===== src/rtl/reorder_buffer_pkg.sv =====
// Shared constants, entry layout and index helper for the reorder buffer.
package reorder_buffer_pkg;

  localparam int ROB_SIZE  = 16;
  localparam int ROB_IDX_W = 4;

  typedef logic [ROB_IDX_W-1:0] rob_idx_t;
  typedef logic [ROB_IDX_W:0]   rob_cnt_t;

  // Instruction kinds as carried by the decoder.
  localparam logic [1:0] ROB_REG  = 2'd0;
  localparam logic [1:0] ROB_BR   = 2'd1;
  localparam logic [1:0] ROB_ST   = 2'd2;
  localparam logic [1:0] ROB_JALR = 2'd3;

  localparam logic        TRUE   = 1'b1;
  localparam logic        FALSE  = 1'b0;
  localparam logic [31:0] ZERO32 = 32'd0;
  localparam rob_idx_t    ZERO4  = '0;

  localparam rob_cnt_t ROB_FULL_COUNT = rob_cnt_t'(ROB_SIZE);

  // Payload of one queue slot; busy/ready flags are kept as separate vectors.
  typedef struct packed {
    logic [1:0]  kind;
    logic [4:0]  rd;
    logic [31:0] val;
    logic        pred;
    logic [31:0] alt;
  } rob_entry_t;

  // Circular-queue successor; the index width makes 15 wrap to 0.
  function automatic rob_idx_t robNext(input rob_idx_t idx);
    return idx + rob_idx_t'(1);
  endfunction

endpackage


===== src/rtl/reorder_buffer.sv =====
// Reorder buffer: in-order allocation, out-of-order result capture from the
// ALU and LSB buses, in-order retirement with branch/JALR redirect at commit.
module reorder_buffer
  import reorder_buffer_pkg::*;
(
  input  logic        clk,
  input  logic        rst,
  input  logic        rdy,

  input  logic        issue_flag_in,
  input  logic [1:0]  issue_kind_in,
  input  logic [4:0]  issue_rd_in,
  input  logic [31:0] issue_val_in,
  input  logic        issue_ready_in,
  input  logic        issue_pred_in,
  input  logic [31:0] issue_alt_in,
  output logic [3:0]  rob_idx_out,
  output logic        full_out,

  input  logic        alu_flag_in,
  input  logic [31:0] alu_val_in,
  input  logic [3:0]  alu_to_ROB_in,

  input  logic        LSB_flag_in,
  input  logic [31:0] LSB_val_in,
  input  logic [3:0]  LSB_to_ROB_in,

  input  logic [3:0]  q1_idx_in,
  input  logic [3:0]  q2_idx_in,
  output logic        q1_ready_out,
  output logic        q2_ready_out,
  output logic [31:0] q1_val_out,
  output logic [31:0] q2_val_out,

  output logic        commit_flag_out,
  output logic [4:0]  commit_rd_out,
  output logic [31:0] commit_val_out,
  output logic [3:0]  commit_rob_out,
  output logic        store_commit_out,
  output logic        jump_wrong_out,
  output logic [31:0] jump_pc_out
);

  rob_entry_t          r_entry [ROB_SIZE];
  logic [ROB_SIZE-1:0] r_busy;
  logic [ROB_SIZE-1:0] r_ready;
  rob_idx_t            r_head;
  rob_idx_t            r_tail;
  rob_cnt_t            r_count;

  rob_entry_t w_head;
  logic       w_issue;
  logic       w_commit;
  logic       w_redirect;

  assign rob_idx_out = r_tail;
  assign full_out    = (r_count == ROB_FULL_COUNT);
  assign w_head      = r_entry[r_head];

  // Issue is refused when full and during the redirect pulse, since the
  // decoder is still fetching down the wrong path in that cycle.
  assign w_issue    = issue_flag_in & ~full_out & ~jump_wrong_out;
  assign w_commit   = r_busy[r_head] & r_ready[r_head];
  assign w_redirect = w_commit &
                      ((w_head.kind == ROB_JALR) |
                       ((w_head.kind == ROB_BR) & (w_head.val[0] != w_head.pred)));

  // Operand lookup with same-cycle forwarding: ALU beats LSB beats stored state.
  always_comb begin
    q1_ready_out = r_ready[q1_idx_in];
    q1_val_out   = r_entry[q1_idx_in].val;
    q2_ready_out = r_ready[q2_idx_in];
    q2_val_out   = r_entry[q2_idx_in].val;
    if (LSB_flag_in && (LSB_to_ROB_in == q1_idx_in)) begin
      q1_ready_out = TRUE;
      q1_val_out   = LSB_val_in;
    end
    if (alu_flag_in && (alu_to_ROB_in == q1_idx_in)) begin
      q1_ready_out = TRUE;
      q1_val_out   = alu_val_in;
    end
    if (LSB_flag_in && (LSB_to_ROB_in == q2_idx_in)) begin
      q2_ready_out = TRUE;
      q2_val_out   = LSB_val_in;
    end
    if (alu_flag_in && (alu_to_ROB_in == q2_idx_in)) begin
      q2_ready_out = TRUE;
      q2_val_out   = alu_val_in;
    end
  end

  // Queue state and registered commit outputs; later assignments in this
  // block take precedence, so a redirect overrides issue, capture and commit.
  always_ff @(posedge clk) begin
    if (rst) begin
      r_busy           <= '0;
      r_ready          <= '0;
      r_head           <= ZERO4;
      r_tail           <= ZERO4;
      r_count          <= '0;
      commit_flag_out  <= FALSE;
      commit_rd_out    <= '0;
      commit_val_out   <= ZERO32;
      commit_rob_out   <= ZERO4;
      store_commit_out <= FALSE;
      jump_wrong_out   <= FALSE;
      jump_pc_out      <= ZERO32;
      for (int i = 0; i < ROB_SIZE; i++) begin
        r_entry[i] <= '0;
      end
    end else if (!rdy) begin
      commit_flag_out  <= FALSE;
      store_commit_out <= FALSE;
      jump_wrong_out   <= FALSE;
    end else begin
      commit_flag_out  <= FALSE;
      store_commit_out <= FALSE;
      jump_wrong_out   <= FALSE;

      for (int i = 0; i < ROB_SIZE; i++) begin
        if (r_busy[i] && !r_ready[i]) begin
          if (alu_flag_in && (alu_to_ROB_in == rob_idx_t'(i))) begin
            r_ready[i]     <= TRUE;
            r_entry[i].val <= alu_val_in;
          end else if (LSB_flag_in && (LSB_to_ROB_in == rob_idx_t'(i))) begin
            r_ready[i]     <= TRUE;
            r_entry[i].val <= LSB_val_in;
          end
        end
      end

      if (w_issue) begin
        r_entry[r_tail].kind <= issue_kind_in;
        r_entry[r_tail].rd   <= issue_rd_in;
        r_entry[r_tail].val  <= issue_val_in;
        r_entry[r_tail].pred <= issue_pred_in;
        r_entry[r_tail].alt  <= issue_alt_in;
        r_busy[r_tail]       <= TRUE;
        r_ready[r_tail]      <= issue_ready_in;
        r_tail               <= robNext(r_tail);
      end

      if (w_commit) begin
        r_busy[r_head] <= FALSE;
        r_head         <= robNext(r_head);
        commit_rob_out <= r_head;
        case (w_head.kind)
          ROB_REG: begin
            commit_flag_out <= TRUE;
            commit_rd_out   <= w_head.rd;
            commit_val_out  <= w_head.val;
          end
          ROB_ST: begin
            store_commit_out <= TRUE;
          end
          ROB_JALR: begin
            commit_flag_out <= TRUE;
            commit_rd_out   <= w_head.rd;
            commit_val_out  <= w_head.alt;
          end
          default: begin
          end
        endcase
      end

      case ({w_issue, w_commit})
        2'b10:   r_count <= r_count + rob_cnt_t'(1);
        2'b01:   r_count <= r_count - rob_cnt_t'(1);
        default: r_count <= r_count;
      endcase

      if (w_redirect) begin
        r_busy         <= '0;
        r_head         <= ZERO4;
        r_tail         <= ZERO4;
        r_count        <= '0;
        jump_wrong_out <= TRUE;
        jump_pc_out    <= (w_head.kind == ROB_JALR) ? w_head.val : w_head.alt;
      end
    end
  end

endmodule


===== config.mk =====
export PLATFORM = sky130hd
export DESIGN_NAME = reorder_buffer
export DESIGN_NICKNAME = d
export VERILOG_FILES = /design/src/rtl/reorder_buffer_pkg.sv /design/src/rtl/reorder_buffer.sv
export SDC_FILE = /design/constraint.sdc
export NUM_CORES = 2
export LEC_CHECK = 0
export CORE_MARGIN = 2
export CORE_UTILIZATION = 40
export CTS_BUF_LIST = sky130_fd_sc_hd__clkbuf_4 sky130_fd_sc_hd__clkbuf_8 sky130_fd_sc_hd__clkbuf_16
export CTS_CLUSTER_SIZE = 28
export DETAILED_ROUTE_END_ITERATION = 10
export GPL_TIMING_DRIVEN = 0
export PLACE_DENSITY = 0.64
export SLEW_MARGIN = 20
export SYNTH_ARGS = -nofsm -noshare
export SYNTH_HDL_FRONTEND = slang
export SYNTH_SLANG_ARGS = --single-unit

===== constraint.sdc =====
create_clock -name clk -period 11.4 [get_ports clk]
set_input_delay 1.14 -clock clk [delete_from_list [all_inputs] [get_ports clk]]
set_output_delay 1.14 -clock clk [all_outputs]
set_load 0.05 [all_outputs]

# == Yosys cells after proc, flatten, opt, wreduce, memory -nomap -nowiden ==
# Memory sizes are Yosys's and may differ from the RTL's. A register that Yosys moved wholly into a read port is not among the register bits.
# Cells that the tools add are included.
# word_totals
ff_bits,121
mem_bits_rw,1152
input_bits,159
out_inout_bits,147
elab_cells,530
memories,1
# classes
add_sub_neg,4
n_lt_le_gt_ge,6
eq_ne,41
muxes,334
bitwise,45
n_reduce_logical,87
# memory_table
name,depth,word_bits,read_ports,rd_clocked_by_memory_dff,wr,line,text
r_entry,16,72,3,1,17,reorder_buffer.sv:44,rob_entry_t r_entry [ROB_SIZE];
# op_table
op,count
$mux W32,37
$mux W1,275
$mux W16,6
$eq A4 B4 Y1 const B,16
$pmux W32 S2,1
$logic_and A1 B1 Y1,54
$or A1 B1 Y1,33
$eq A4 B3 Y1 const B,8
$mux W4,6
$lt A4 B5 Y1 const B,4
$and A16 B16 Y16,1
$bmux W1 S4,4
$bwmux W16,1
$eq A4 B2 Y1 const B,4
$eq A4 B4 Y1,4
$logic_not A1 Y1,16
$not A16 Y16,1
$or A16 B16 Y16,1
$pmux W5 S2,1
$reduce_and A2 Y1,5
$add A4 B1 Y4 const B,2
$demux W1 S4,2
$eq A4 B1 Y1 const B,2
$ge A4 B1 Y1 const B,2
other kinds (16),31

# == Depth between registers and ports, before layout ==
# depth
word_depth,11
depth_mapped,14
ltp_nobuf,11

# == Least setup slack after synthesis ==
# OpenSTA, ideal clock, no wires.
# synth_timing
path_kind,in2reg
start,input port issue_flag_in
end,memory r_entry[9][33] (netlist bit) (enable)
setup_ns,0.390
arrival_ns,5.586
t_required_ns,11.010
slack_ns,5.424
stages,6
n_path_buf,1
cell_sequence,nand2b_1 -> nor2_1 -> buf_2 -> nand3_1 -> o21ai_0 -> or3_1
# synth_rtl
item,line,text
"start, declared",reorder_buffer.sv:10,"input logic issue_flag_in,"
"end, declared",reorder_buffer.sv:44,

# == Worst setup path in the final report ==
# layout_timing
start,input port q2_idx_in[0]
end,output port q2_val_out[2]
# layout_via
elab_chain_len,4
word_cells_on_any_way,7
# layout_lines
item,line,text
"start, declared",reorder_buffer.sv:29,"input logic [3:0] q2_idx_in,"
branches (longest 3 deep; another with $mem_v2 Z16 W72),n/a,
$mux W32 (*),reorder_buffer.sv:86,if (alu_flag_in && (alu_to_ROB_in == q2_idx_in)) begin
"end, declared",reorder_buffer.sv:33,"output logic [31:0] q2_val_out,"
# Mark *: on every way between the ends.

==> metrics.md <==
| Metric | Value |
|---|---|
| Initial Utilization | `about 40%` |
| Clk sinks | `1277` |
| Total CTS buffers | `148` |
| Gp weighted congestion | `between 1 and 1.5` |
| Yosys reg bits | `between 1000 and 1500` |
| Fin. Hold Viols | `0` |
| Syn avg cell area | `about 13 um2` |
| Total iterations of the first detailed-routing run | `10` |
| Initial antenna violation count | `61` |
| Pin count of the biggest net entering global routing | `between 40 and 50` |
| CP max FO | `10` |
| Worst VDD drop | `0.108 mV` |
| Clk buf depth | `3` |
| Tot Pwr | `roughly 12 mW` |
| Port Buffers | `198` |
| Fin worst setup slack | `3.60 ns` |
| WL met1 | `121000 um` |
| Mapped Area | `roughly 0.075 mm2` |
| Clk_lat worst skew | `slightly below 0.9 ns` |
| Count of final setup violators | `0` |
| Worst hold path class | `reg2reg` |
| Final net count | `about 6400` |
| Post-CTS sizing | `0` |
| Grt ovf | `0` |
| Fill count | `roughly 17000` |
| CTS tree | `done` |
| CP endpoint kind | `output pin` |
| RSZ-0062 raised after global routing | `false` |
| Syn Inst Count | `5861` |
| Die Wd | `around 440 um` |
| Slew headroom | `approximately 4.8%` |
| Top_reg_cell synth | `edfxtp_1` |
| H-tree levels | `4` |
| Clock transition at path regs | `0.06 ns` |
| Pwr dens | `~140 mW/mm2` |
| First-pass GRT wire length | `~490000 um` |
| WL/cell | `between 40 and 50 um` |
| Final HPWL DP | `around 260000 um` |
| Layout cells sized above 1 | `between 10% and 20%` |
| Actual slew at the worst max-slew pin | `about 1.4 ns` |
| Vias per inst | `7.00` |
| Outcome | `finished, final reports clean` |
| Root buffer cell | `clkbuf_16` |
| Tmin final | `about 7.8 ns` |
| Pins Over Slew Limit | `0` |
| Area grow syn2layout | `15.8%` |
| Post-route ant nets | `0` |
| Yosys top cell by area | `edfxtp_1` |
| CP required | `10.26 ns` |
| DP Worst Slack | `a little under 4 ns` |
| DR iter-0 viols | `approximately 12000` |
| Met2 wire length | `154000 um` |
| Number of global-route vias before repair | `59500` |
| Cts hold-fix bufs | `0` |
| Setup Fix Bufs, Post-CTS | `0` |
| Leak pwr | `about 31 nW` |
| CP Launch Type | `primary input` |
| Fmax | `0.128 GHz` |
| Met3 routed WL | `approximately 56000 um` |
| Drt drc | `0` |
| Via count | `around 62000` |
| Worst endpoint data arrival time | `approximately 6.7 ns` |
| Clk_skew | `around 0.048 ns` |
| Top-level port count | `slightly above 300` |
| FFs w/ async S/R, synth | `0%` |
| Overall routing resource usage | `a little under two fifths` |
| Top Metal Used | `met5` |
| Core Footprint | `around 0.19 mm2` |
| Max Cap Violations | `0` |
| Post-route clock period utilization | `68.4%` |
| Syn_nets | `6033` |
| Critical path class | `in2out` |
| Post-synth EDFFs | `between 1000 and 1500` |
| Synth area leaders | `edfxtp_1, mux4_2, mux2i_1, nand2_1, dfxtp_1` |
| Cell Rows | `159` |
| Share of the synthesized area in the top cell type | `between 40% and 50%` |
| DIE AREA | `around 0.19 mm2` |
| Register area share after synthesis | `49.3%` |
| Yosys warns | `0` |
| Die Span Y | `438 um` |
| Final wirelength | `about 370000 um` |
| Synth unique cells | `64` |
-- synth_stat cells (4+ instances only) --
library cell / instances
nand3_1: 70
nand4b_1: 4
o21ai_0: 407
nor2_1: 90
dfxtp_1: 125
nor2b_1: 14
mux4_2: 688
clkbuf_1: 538
inv_1: 33
or3_1: 5
buf_1: 105
nand2b_1: 7
a311oi_1: 32
a21boi_0: 4
a31oi_1: 8
a211oi_1: 37
xnor2_1: 7
or2_2: 6
nand3b_1: 6
o31ai_1: 195
a22oi_1: 36
xor2_1: 15
a21oi_1: 78
a221oi_1: 10
and3_1: 334
nand2_1: 719
and2_1: 323
o21ai_1: 13
edfxtp_1: 1152
nor4_2: 5
ha_1: 13
nand4_1: 15
nor3_1: 17
buf_2: 122
mux2i_1: 578
-- final timing paths --
kind                           from                 to  slack [ns]  cells past startpoint
setup / recovery       q2_idx_in[0]      q2_val_out[2]        3.60                     11
hold / removal    commit_rob_out[0]  commit_rob_out[0]        0.46                      2
setup reg to reg               flop               flop        5.26                     12
hold reg to reg   commit_rob_out[0]  commit_rob_out[0]        0.46                      2
-- cell type report --
cell class	count	area [um2]	area share, %
timing repair buffer	263	3430	3.93
tap	2495	3120	3.58
sequential	1277	37100	42.5
clock inverter	77	761	0.872
buffer	769	3180	3.65
multi-input combinational	3780	35300	40.5
inverter	35	131	0.151
antenna	44	110	0.126
clock buffer	188	4050	4.64
-- routing by layer --
layer	track usage, %	up-vias
met2	53.2	6065
met3	15.8	1698
met5	0.149	-
met1	44.7	31200
li1	-	23500
met4	31.6	38
-- report_power, final --
| group | internal (mW) | switching, mW | leakage, nW |
|---|---|---|---|
| registers | 5.29 | 0.101 | 12.9 |
| clock network | 2.71 | 2.18 | 2.38 |
| logic | 0.574 | 1.10 | 16.2 |
| total | 8.57 | 3.38 | 31.5 |
-- logic make-up after synthesis --
kind of cell | synth area share [%]
flip-flops | 49.3
buffers and inverters | 4.25
XOR/XNOR | 0.256
AO/OA/AOI/OAI | 6.87
adder cells (fa/ha/maj) | 0.216
AND/OR/NAND/NOR | 10.9
multiplexers | 28.3
-- metrics by stage --
stage	cells	hold slack, ns	area (um2)	TNS (ns)	util (%)
after floorplan	5861	0.442	75300	0	-
after global placement	8554	0.447	80400	-39.15	42.9
after detailed placement	8614	0.451	82200	0	43.9
after CTS	8879	0.459	87000	0	46.4
after global routing	8906	0.490	87200	0	46.5
final	8928	0.461	87200	0	46.5
-- state kept, by name, indices dropped and copies added, names as in the netlist, named ones only --
| name | cells |
|---|---|
| store_commit_out | 1 |
| commit_rd_out | 5 |
| r_busy | 16 |
| commit_rob_out | 4 |
| jump_wrong_out | 1 |
| rob_idx_out | 4 |
| r_entry | 1152 |
| commit_flag_out | 1 |
| commit_val_out | 32 |
| r_count | 5 |
| jump_pc_out | 32 |
| r_head | 4 |
| r_ready | 16 |
-- critical path: stages --
cell and delay, ns:
clkbuf_1 0.54, buf_2 0.54, buf_2 0.57, xnor2_1 0.18, nand2_1 0.11, nor4_4 0.48, buf_6 0.26, buf_2 0.58
mux2i_1 0.15, o21ai_0 1.07, clkdlybuf4s50_1 1.00
-- placed cells by master (no fill, tap or decap), types with 15 or more instances in the layout --
cell	count
a211oi_1	37
a21oi_1	78
a22oi_1	36
a311oi_1	32
and2_1	323
and3_1	334
buf_1	78
buf_12	16
buf_16	35
buf_2	147
clkbuf_1	473
clkbuf_16	149
clkbuf_2	67
clkbuf_4	35
clkdlybuf4s50_1	198
clkinv_1	36
clkinv_2	17
dfxtp_1	125
diode_2	44
edfxtp_1	1152
inv_1	33
mux2i_1	578
mux4_2	688
nand2_1	706
nand3_1	70
nand4_1	15
nor2_1	85
nor3_1	15
o21ai_0	392
o31ai_1	195
xor2_1	15
Power figures use the tool's default switching activity.
